File: src/rtl/ctrl_pkg.sv
// Shared types and helpers for the I2S receive capture block: serial standard,
// capture state and word-length decode.
package ctrl_pkg;

  typedef enum logic [1:0] {PHILIPS, MSB_J, LSB_J} rx_std_t;

  typedef enum logic [1:0] {IDLE, SYNCED, DELAY, SHIFT} rx_state_t;

  // std_sel 3 is an alias of Philips.
  function automatic rx_std_t std_decode(input logic [1:0] sel);
    case (sel)
      2'd1:    return MSB_J;
      2'd2:    return LSB_J;
      default: return PHILIPS;
    endcase
  endfunction

  function automatic logic [5:0] frame_len(input logic [1:0] sel);
    case (sel)
      2'd0:    return 6'd16;
      2'd1:    return 6'd24;
      default: return 6'd32;
    endcase
  endfunction

endpackage

File: src/rtl/i2s_rx_capture_if.sv
// Valid/ready word port of the I2S receiver: master is the receiver, slave the consumer.
interface i2s_rx_capture_if;
  import ctrl_pkg::*;

  logic [31:0] out_data;
  logic        out_right;
  logic        out_valid;
  logic        out_ready;

  modport master (
    output out_data,
    output out_right,
    output out_valid,
    input  out_ready
  );

  modport slave (
    input  out_data,
    input  out_right,
    input  out_valid,
    output out_ready
  );

endinterface

File: src/rtl/i2s_pin_sync.sv
// Synchronizes the asynchronous sclk/ws/sd pins into clk_i and flags sclk rising edges
// against the registered previous synchronized sclk.
module i2s_pin_sync #(
  parameter int unsigned SYNC_STAGES = 2
) (
  input  logic clk_i,
  input  logic rst_i,
  input  logic sclk_i,
  input  logic ws_i,
  input  logic sd_i,
  output logic rise_o,
  output logic ws_s_o,
  output logic sd_s_o
);

  logic [SYNC_STAGES-1:0] sclk_q, sclk_d;
  logic [SYNC_STAGES-1:0] ws_q, ws_d;
  logic [SYNC_STAGES-1:0] sd_q, sd_d;
  logic                   sclk_prev_q, sclk_prev_d;

  always_comb begin
    sclk_d      = {sclk_q[SYNC_STAGES-2:0], sclk_i};
    ws_d        = {ws_q[SYNC_STAGES-2:0], ws_i};
    sd_d        = {sd_q[SYNC_STAGES-2:0], sd_i};
    sclk_prev_d = sclk_q[SYNC_STAGES-1];
  end

  always_ff @(posedge clk_i) begin
    if (rst_i) begin
      sclk_q      <= '0;
      ws_q        <= '0;
      sd_q        <= '0;
      sclk_prev_q <= 1'b0;
    end else begin
      sclk_q      <= sclk_d;
      ws_q        <= ws_d;
      sd_q        <= sd_d;
      sclk_prev_q <= sclk_prev_d;
    end
  end

  assign rise_o = sclk_q[SYNC_STAGES-1] & ~sclk_prev_q;
  assign ws_s_o = ws_q[SYNC_STAGES-1];
  assign sd_s_o = sd_q[SYNC_STAGES-1];

endmodule

File: src/rtl/i2s_rx_capture.sv
// Oversampling I2S receiver: deserializes Philips / MSB- / LSB-justified words into a FIFO.
// Define I2S_RX_SIGN_EXT_EN to sign-extend words shorter than 32 bits.
module i2s_rx_capture
  import ctrl_pkg::*;
#(
  parameter int unsigned FIFO_DEPTH  = 4,
  parameter int unsigned SYNC_STAGES = 2
) (
  input  logic             pclk,
  input  logic             preset,
  input  logic             en,
  input  logic [1:0]       std_sel,
  input  logic [1:0]       frame_sel,
  input  logic             stereo,
  input  logic             sclk_i,
  input  logic             ws_i,
  input  logic             sd_i,
  i2s_rx_capture_if.master out_if,
  output logic             ovf,
  output logic             frm_err,
  input  logic             err_clr
);

  localparam int unsigned AddrW = $clog2(FIFO_DEPTH);

  localparam logic [1:0] StIdle  = IDLE;
  localparam logic [1:0] StDelay = DELAY;
  localparam logic [1:0] StShift = SHIFT;

  logic rise, ws_s, sd_s;

  i2s_pin_sync #(
    .SYNC_STAGES(SYNC_STAGES)
  ) u_pin_sync (
    .clk_i (pclk),
    .rst_i (preset),
    .sclk_i(sclk_i),
    .ws_i  (ws_i),
    .sd_i  (sd_i),
    .rise_o(rise),
    .ws_s_o(ws_s),
    .sd_s_o(sd_s)
  );

  rx_std_t    std;
  logic [5:0] frame_n;

  assign std     = std_decode(std_sel);
  assign frame_n = frame_len(frame_sel);

  // ---------------------------------------------------------------------------
  // Capture state machine, advanced only on synchronized sclk rising edges
  // ---------------------------------------------------------------------------
  logic [1:0]  state_q, state_d;
  logic [31:0] shift_q, shift_d;
  logic [5:0]  cnt_q, cnt_d;
  logic        ws_prev_q, ws_prev_d;
  logic        have_ws_q, have_ws_d;
  logic        push_q, push_d;
  logic [31:0] push_data_q, push_data_d;
  logic        push_right_q, push_right_d;
  logic [31:0] push_src;
  logic        wsc;
  logic        frm_set;

  // A ws change needs a ws sample from an earlier rise, so reset never fakes one.
  assign wsc = rise & have_ws_q & (ws_s != ws_prev_q);

  always_comb begin
    state_d      = state_q;
    shift_d      = shift_q;
    cnt_d        = cnt_q;
    ws_prev_d    = ws_prev_q;
    have_ws_d    = have_ws_q;
    push_d       = 1'b0;
    push_src     = shift_q;
    push_right_d = push_right_q;
    frm_set      = 1'b0;

    if (rise) begin
      ws_prev_d = ws_s;
      have_ws_d = 1'b1;
      if (wsc) begin
        if (state_q != StIdle) begin
          if (std == LSB_J) begin
            push_d       = stereo | ~ws_prev_q;
            push_src     = shift_q;
            push_right_d = ws_prev_q;
          end else if (cnt_q < frame_n) begin
            frm_set = 1'b1;
          end
        end
        if (std == PHILIPS) begin
          state_d = StDelay;
          shift_d = '0;
          cnt_d   = '0;
        end else begin
          state_d = StShift;
          shift_d = {31'd0, sd_s};
          cnt_d   = 6'd1;
        end
      end else begin
        case (state_q)
          StDelay: begin
            state_d = StShift;
            shift_d = {31'd0, sd_s};
            cnt_d   = 6'd1;
          end
          StShift: begin
            shift_d = {shift_q[30:0], sd_s};
            if (cnt_q != 6'd32) begin
              cnt_d = cnt_q + 6'd1;
            end
            // Saturating count crosses N exactly once per channel.
            if (std != LSB_J && cnt_q == frame_n - 6'd1) begin
              push_d       = stereo | ~ws_s;
              push_src     = shift_d;
              push_right_d = ws_s;
            end
          end
          default: ;
        endcase
      end
    end
  end

  logic [32:0] mask_wide;
  logic [31:0] mask;
`ifdef I2S_RX_SIGN_EXT_EN
  logic [4:0]  sign_idx;
`endif

  always_comb begin
    mask_wide   = (33'd1 << frame_n) - 33'd1;
    mask        = mask_wide[31:0];
    push_data_d = push_src & mask;
`ifdef I2S_RX_SIGN_EXT_EN
    sign_idx = 5'(frame_n - 6'd1);
    if (push_src[sign_idx]) begin
      push_data_d = push_data_d | ~mask;
    end
`endif
  end

  always_ff @(posedge pclk) begin
    if (preset || !en) begin
      state_q      <= StIdle;
      shift_q      <= '0;
      cnt_q        <= '0;
      ws_prev_q    <= 1'b0;
      have_ws_q    <= 1'b0;
      push_q       <= 1'b0;
      push_data_q  <= '0;
      push_right_q <= 1'b0;
    end else begin
      state_q      <= state_d;
      shift_q      <= shift_d;
      cnt_q        <= cnt_d;
      ws_prev_q    <= ws_prev_d;
      have_ws_q    <= have_ws_d;
      push_q       <= push_d;
      push_data_q  <= push_data_d;
      push_right_q <= push_right_d;
    end
  end

  // ---------------------------------------------------------------------------
  // Output FIFO and sticky error flags
  // ---------------------------------------------------------------------------
  logic [32:0]  mem_q [FIFO_DEPTH];
  logic [AddrW:0] wptr_q, wptr_d;
  logic [AddrW:0] rptr_q, rptr_d;
  logic         empty, full, pop, push_ok, ovf_set;
  logic         ovf_q, ovf_d;
  logic         frm_err_q, frm_err_d;
  logic [32:0]  rd_word;

  always_comb begin
    empty   = (wptr_q == rptr_q);
    full    = (wptr_q[AddrW] != rptr_q[AddrW]) &&
              (wptr_q[AddrW-1:0] == rptr_q[AddrW-1:0]);
    pop     = ~empty & out_if.out_ready;
    // A pop in the same cycle frees the slot the push needs.
    push_ok = push_q & en & (~full | pop);
    ovf_set = push_q & en & full & ~pop;

    wptr_d = wptr_q;
    rptr_d = rptr_q;
    if (push_ok) begin
      wptr_d = wptr_q + 1'b1;
    end
    if (pop) begin
      rptr_d = rptr_q + 1'b1;
    end

    ovf_d = ovf_q;
    if (ovf_set) begin
      ovf_d = 1'b1;
    end else if (err_clr) begin
      ovf_d = 1'b0;
    end

    frm_err_d = frm_err_q;
    if (frm_set && en) begin
      frm_err_d = 1'b1;
    end else if (err_clr) begin
      frm_err_d = 1'b0;
    end
  end

  always_ff @(posedge pclk) begin
    if (push_ok) begin
      mem_q[wptr_q[AddrW-1:0]] <= {push_right_q, push_data_q};
    end
  end

  always_ff @(posedge pclk) begin
    if (preset || !en) begin
      wptr_q <= '0;
      rptr_q <= '0;
    end else begin
      wptr_q <= wptr_d;
      rptr_q <= rptr_d;
    end
  end

  always_ff @(posedge pclk) begin
    if (preset) begin
      ovf_q     <= 1'b0;
      frm_err_q <= 1'b0;
    end else begin
      ovf_q     <= ovf_d;
      frm_err_q <= frm_err_d;
    end
  end

  assign rd_word          = mem_q[rptr_q[AddrW-1:0]];
  assign out_if.out_valid = ~empty;
  assign out_if.out_data  = empty ? 32'd0 : rd_word[31:0];
  assign out_if.out_right = ~empty & rd_word[32];
  assign ovf              = ovf_q;
  assign frm_err          = frm_err_q;

endmodule

File: src/flat_wrapper.sv
// flat-port wrapper written by rule: the top's interface ports become plain ports
module i2s_rx_capture_flat import ctrl_pkg::*;
#(
  parameter int unsigned FIFO_DEPTH  = 4,
  parameter int unsigned SYNC_STAGES = 2
)
  (pclk, preset, en, std_sel, frame_sel, stereo, sclk_i, ws_i, sd_i, ovf, frm_err, err_clr, out_if_out_data, out_if_out_right, out_if_out_valid, out_if_out_ready);
  i2s_rx_capture_if out_if_i ();
  input  logic pclk;
  input  logic preset;
  input  logic en;
  input  logic [1:0] std_sel;
  input  logic [1:0] frame_sel;
  input  logic stereo;
  input  logic sclk_i;
  input  logic ws_i;
  input  logic sd_i;
  output logic ovf;
  output logic frm_err;
  input  logic err_clr;
  output wire logic [$bits(out_if_i.out_data)-1:0] out_if_out_data;
  output wire logic [$bits(out_if_i.out_right)-1:0] out_if_out_right;
  output wire logic [$bits(out_if_i.out_valid)-1:0] out_if_out_valid;
  input wire logic [$bits(out_if_i.out_ready)-1:0] out_if_out_ready;
  assign out_if_out_data = out_if_i.out_data;
  assign out_if_out_right = out_if_i.out_right;
  assign out_if_out_valid = out_if_i.out_valid;
  assign out_if_i.out_ready = out_if_out_ready;
  i2s_rx_capture #(.FIFO_DEPTH(FIFO_DEPTH), .SYNC_STAGES(SYNC_STAGES)) u_core (.pclk(pclk), .preset(preset), .en(en), .std_sel(std_sel), .frame_sel(frame_sel), .stereo(stereo), .sclk_i(sclk_i), .ws_i(ws_i), .sd_i(sd_i), .out_if(out_if_i), .ovf(ovf), .frm_err(frm_err), .err_clr(err_clr));
endmodule
File: config.mk
export PLATFORM = sky130hd
export DESIGN_NAME = i2s_rx_capture_flat
export DESIGN_NICKNAME = d
export VERILOG_FILES = /design/src/rtl/ctrl_pkg.sv /design/src/rtl/i2s_rx_capture_if.sv /design/src/rtl/i2s_pin_sync.sv /design/src/rtl/i2s_rx_capture.sv /design/src/flat_wrapper.sv
export SDC_FILE = /design/constraint.sdc
export NUM_CORES = 1
export LEC_CHECK = 0
export ABC_AREA = 1
export CORE_ASPECT_RATIO = 0.5
export CORE_MARGIN = 5
export CORE_UTILIZATION = 33
export CTS_CLUSTER_DIAMETER = 40
export DETAILED_ROUTE_END_ITERATION = 8
export PLACE_DENSITY = 0.48
export SETUP_SLACK_MARGIN = 0.05
export SYNTH_ARGS = -nofsm -noshare
export SYNTH_HDL_FRONTEND = slang
export SYNTH_SLANG_ARGS = --single-unit
File: constraint.sdc
create_clock -name pclk -period 3.2 [get_ports pclk]
set_input_delay 0.8 -clock pclk [delete_from_list [all_inputs] [get_ports pclk]]
set_output_delay 0.8 -clock pclk [all_outputs]
set_load 0.01 [all_outputs]
==> impl_summary.md <==
Critical path
The largest driver fanout on the critical path is 9. The worst register-to-register path begins at u_core.wptr_q[2]. The number of cells on the worst reg-to-reg path is 7.

The endpoint identified for the worst register-to-register timing path is u_core.mem_q[0][22]. The critical path class is register to primary output. The worst path required time is 2.40 ns. The nature of the critical path startpoint is a register.

The critical path capture point type is a primary output. Setup slack on the worst reg-to-reg path comes out at 1.15 ns. The data arrival at the endpoint of the critical path is 2.27 ns.

Run
The tool flagged a number of max-cap violations equal to 0.

Global route
The first global-routing pass estimated 34600 um of wire. The global-route met1 utilization is 0.189. The number of global-route vias before repair came to 6469.

Entering global routing, the biggest net connects 67 pins. For this run, global-route usage on met3 was measured as 0.0235. For this run, the total global-route usage over all layers was measured as 0.133.

The initial antenna violation count is 0. For met2 alone, demand over resource in global routing was 0.217. The global-route layer with the greatest usage is met2.

The overall overflow remaining after global route is 0.

Placement
The global placement routability congestion is 0.750. Summed over all nets, the half-perimeter wirelength after detailed placement is 12400 um. The worst-case setup slack after placement is 0.357 ns. The number of port buffers is 48.

The placed instances occupy a cell area of 10300 um2.

Final layout
Summing all flip-flop and latch instances after layout gives 5840 um2. Counting the fill cells in the layout gives 2690. The final instance area is 11400 um2. The count of inserted antenna diode cells is 0. In the final layout, the multi-input gates occupy 2900 um2. Compared with the post-synthesis result, the final layout area differs by 22.9%. The share of final-layout standard cells stronger than drive strength 1 is 0.0968. The total number of nets in the final design is 1068.

Routing
For this run, design rule violations remaining after detail routing come to 0. The first-iteration detailed-routing DRC count is 469. The detailed-routing iteration count for the pre-antenna-repair pass is 5. Using the TritonRoute via totals, the vias-per-cell ratio works out to 4.65. In the final routed layout, each cell accounts on average for 15.4 um.

Once detail routing completed, the nets flagged for antenna violations numbered 0. The via count of the routed design is 6730. Wires add up to 22200 um.

Synth
The netlist uses 29 different library cells. After synthesis the netlist holds a flip-flop and latch count of 225. The number of warning messages in the yosys log is 0. The portion of the post-synthesis area used by sequential elements is 0.627. The portion of synthesized area spent on multiplexers is 0. Synthesis produced a netlist whose cell count is 989. The xor and xnor fraction of the mapped netlist area is 0.00377. The area fraction in compound gates after synthesis is 0.0750.

The adder-cell share of the synthesized area is 0.0148. The mean instance size in the synthesized netlist is 9.39 um2. The cell area that synthesis handed to floorplanning was 9290 um2. The combinational family with the most area after synthesis is simple AND/OR/NAND/NOR gates. The simple logic cell fraction of the synthesized area is 0.208.

Floorplanning
The die span in y is 129 um. The width of the die is 247 um. The die covers 31800 um2. The effective utilization at floorplan is 0.335. In this run the standard cell core region covers 27700 um2. The number of core rows is 43. The number of primary I/O pins is 49.

Power
The fraction of power consumed by sequential logic is 0.513. The share of total power in the clock network is 0.473. The internal power of the cells totals 4.68 mW.

In this run the static leakage power is 4.06 nW. Summed over all nets, the switching power comes to 1.23 mW. The worst vdd rail ir drop is 0.449 mV.

The power density over cell area is 518 nW/um2. Of the total power, the share spent switching nets is 0.208. Of the total power, combinational logic draws 0.013.

Timing
Based on the critical path, the design can be clocked at up to 326 MHz. The final critical-path share of the clock period is 0.959. Once routing completed, OpenROAD measured the worst setup slack at 0.131 ns. Headroom to the max-slew limit came out at 0.600.

For the final routed database, the setup TNS stands at 0 ns. Setup violations remaining at the end of the flow were counted as 0. The worst path needs 3.07 ns of the cycle, external delays included. The number of failing hold endpoints at the final stage was 0.

The number of pins with negative max-slew slack in the final report is 0. Setup repair after global routing could not meet its margin everywhere. On the final layout, the worst clock skew is 0.00821 ns.

The transition time at the pin with the least slew margin is 0.598 ns.

CTS
The clock transition at the register clock pins on the worst setup and hold paths after CTS is 0.06 ns. The number of clock buffers added by TritonCTS is 26. The number of clock sinks is 225. The TritonCTS clock tree is done. Clock latency on the worst-skew pair, taken at its later pin, is 0.52 ns. In this run the number of H-tree levels came out at 1. The cell sitting at the root of the clock tree is a sky130_fd_sc_hd__clkbuf_16. The deepest clock path buffer count is 3.

Worst hold path
The path category of the worst min-delay check is register to register. The worst hold path terminates at u_core.u_pin_sync.ws_q[1]. The source of the worst hold timing path is u_core.u_pin_sync.ws_q[0]. Counting instances, the worst hold path has a depth of 2.

Outcome
The flow ran to the end, and the final reports show no timing, DRC or antenna violations.
kinds of logic (layout without fill, tap and decap cells):
group | count (synthesis) | after routing
simple gates | 473 | 473
flops | 225 | 225
buf+inv | 161 | 235
compound gates | 114 | 114
fa+ha+maj | 11 | 11
xor+xnor | 4 | 4
other cells | 1 | 2
metal layers:
layer | wire (um) | vias up
li1 | - | 3377
met1 | 11100 | 3214
met2 | 9880 | 116
met3 | 923 | 23
met4 | 330 | 0
met5 | 0 | -
per-stage QoR:
stage                     hold WS, ns  std cells   util  power, mW
after floorplan                 0.388        990      -       3.14
after CTS                       0.404       1441  0.405       6.00
after detailed placement        0.396       1392  0.373       3.18
after global placement          0.394       1392  0.373       3.18
final                           0.400       1446  0.412       5.92
after global routing            0.416       1446  0.412       6.13
synthesized netlist by cell type:
master	number	area share
sky130_fd_sc_hd__nand2_1	188	0.076
sky130_fd_sc_hd__inv_1	105	0.042
sky130_fd_sc_hd__nor3_1	1	0.00054
sky130_fd_sc_hd__clkbuf_2	1	0.00054
sky130_fd_sc_hd__o211ai_1	1	0.00081
sky130_fd_sc_hd__dfxtp_1	93	0.20
sky130_fd_sc_hd__nand2_2	4	0.0027
sky130_fd_sc_hd__edfxtp_1	132	0.43
sky130_fd_sc_hd__clkbuf_1	20	0.0081
sky130_fd_sc_hd__xor2_1	3	0.0028
sky130_fd_sc_hd__o21ai_0	37	0.020
sky130_fd_sc_hd__nand3_1	30	0.016
sky130_fd_sc_hd__nor2_2	2	0.0013
sky130_fd_sc_hd__clkinv_2	1	0.00054
sky130_fd_sc_hd__buf_4	1	0.00081
sky130_fd_sc_hd__nor3_4	1	0.0018
sky130_fd_sc_hd__inv_2	3	0.0012
sky130_fd_sc_hd__nand3b_1	1	0.00081
sky130_fd_sc_hd__a21oi_1	43	0.023
sky130_fd_sc_hd__xnor2_1	1	0.00094
sky130_fd_sc_hd__buf_1	8	0.0032
sky130_fd_sc_hd__buf_6	3	0.0036
sky130_fd_sc_hd__nand4_1	33	0.022
sky130_fd_sc_hd__o32ai_1	33	0.031
sky130_fd_sc_hd__buf_2	19	0.010
sky130_fd_sc_hd__ha_1	11	0.015
sky130_fd_sc_hd__conb_1	1	0.00040
sky130_fd_sc_hd__nor2_1	212	0.086
sky130_fd_sc_hd__nor3_2	1	0.0011
power groups by stage:
| stage | logic (mW) | registers (mW) | clock network (mW) |
|---|---|---|---|
| global placement | 0.0796 | 3.10 | 0 |
| global route | 0.0910 | 3.03 | 3.01 |
| detailed placement | 0.0803 | 3.10 | 0 |
| floorplan | 0.0461 | 3.10 | 0 |
| CTS | 0.0805 | 3.04 | 2.89 |
| finish | 0.0799 | 3.04 | 2.80 |
cells in the final DEF, fill, tap and decap left out, types with 2 or more instances in the layout:
cell type	netlist	final
sky130_fd_sc_hd__a21oi_1	43	43
sky130_fd_sc_hd__buf_12	0	11
sky130_fd_sc_hd__buf_4	1	11
sky130_fd_sc_hd__clkbuf_1	20	7
sky130_fd_sc_hd__clkbuf_16	0	30
sky130_fd_sc_hd__clkdlybuf4s50_1	0	43
sky130_fd_sc_hd__clkinv_2	1	4
sky130_fd_sc_hd__clkinv_4	0	3
sky130_fd_sc_hd__clkinv_8	0	2
sky130_fd_sc_hd__clkinvlp_4	0	5
sky130_fd_sc_hd__conb_1	1	2
sky130_fd_sc_hd__dfxtp_1	93	87
sky130_fd_sc_hd__dfxtp_2	0	5
sky130_fd_sc_hd__dlymetal6s2s_1	0	5
sky130_fd_sc_hd__edfxtp_1	132	132
sky130_fd_sc_hd__ha_1	11	11
sky130_fd_sc_hd__inv_1	105	103
sky130_fd_sc_hd__inv_2	3	4
sky130_fd_sc_hd__nand2_1	188	187
sky130_fd_sc_hd__nand2_2	4	4
sky130_fd_sc_hd__nand3_1	30	30
sky130_fd_sc_hd__nand4_1	33	33
sky130_fd_sc_hd__nor2_1	212	207
sky130_fd_sc_hd__nor2_2	2	2
sky130_fd_sc_hd__nor2_4	0	5
sky130_fd_sc_hd__o21ai_0	37	37
sky130_fd_sc_hd__o32ai_1	33	28
sky130_fd_sc_hd__o32ai_2	0	5
sky130_fd_sc_hd__xor2_1	3	2
cell type report:
type / instances / area share
sequential: 225 / 0.511
clock buffer: 34 / 0.0605
tap: 382 / 0.0419
multi-input combinational: 604 / 0.254
timing repair buffer: 78 / 0.0836
inverter: 109 / 0.0370
clock inverter: 14 / 0.0115
state kept, by name (all words and copies together) (netlist names), 2 cells and up, named ones only:
signal and flops:
u_core.u_pin_sync.ws_q 2, u_core.u_pin_sync.sd_q 2, u_core.state_q 2, u_core.shift_q 32
u_core.push_data_q 32, u_core.rptr_q 3, u_core.mem_q 132, u_core.wptr_q 3
u_core.u_pin_sync.sclk_q 2, u_core.cnt_q 6
how the worst max path moves through the flow:
stage | startpoint | end | slack, ns
2_1_floorplan | out_if_out_ready | u_core.mem_q[0][0] | 0.27
3_3_place_gp | frame_sel[1] | u_core.push_data_q[30] | 0.37
3_5_place_dp | frame_sel[1] | u_core.push_data_q[30] | 0.36
4_1_cts | u_core.wptr_q[1] | out_if_out_data[3] | 0.05
5_1_grt | register | out_if_out_data[12] | 0.04
6_report | register | out_if_out_right | 0.13
repair_timing:
action                                  in CTS  in global routing
pin swaps                                    0                  1
buffers inserted                             0                  1
endpoints found under the hold margin        0                  0
endpoints found under the setup margin      34                 33
hold buffers                                 0                  0
gates resized for setup                     10                 25
gates cloned                                 1                  4
critical path: stages, from the launching register on:
cell and delay [ns]:
sky130_fd_sc_hd__dfxtp_4 0.44, sky130_fd_sc_hd__buf_4 0.19, sky130_fd_sc_hd__nor2_1 0.07, sky130_fd_sc_hd__o32ai_2 0.35, sky130_fd_sc_hd__nand2_1 0.10, sky130_fd_sc_hd__inv_1 0.08
sky130_fd_sc_hd__clkdlybuf4s50_1 0.53
Note: power is estimated with default switching activity, not from simulation.
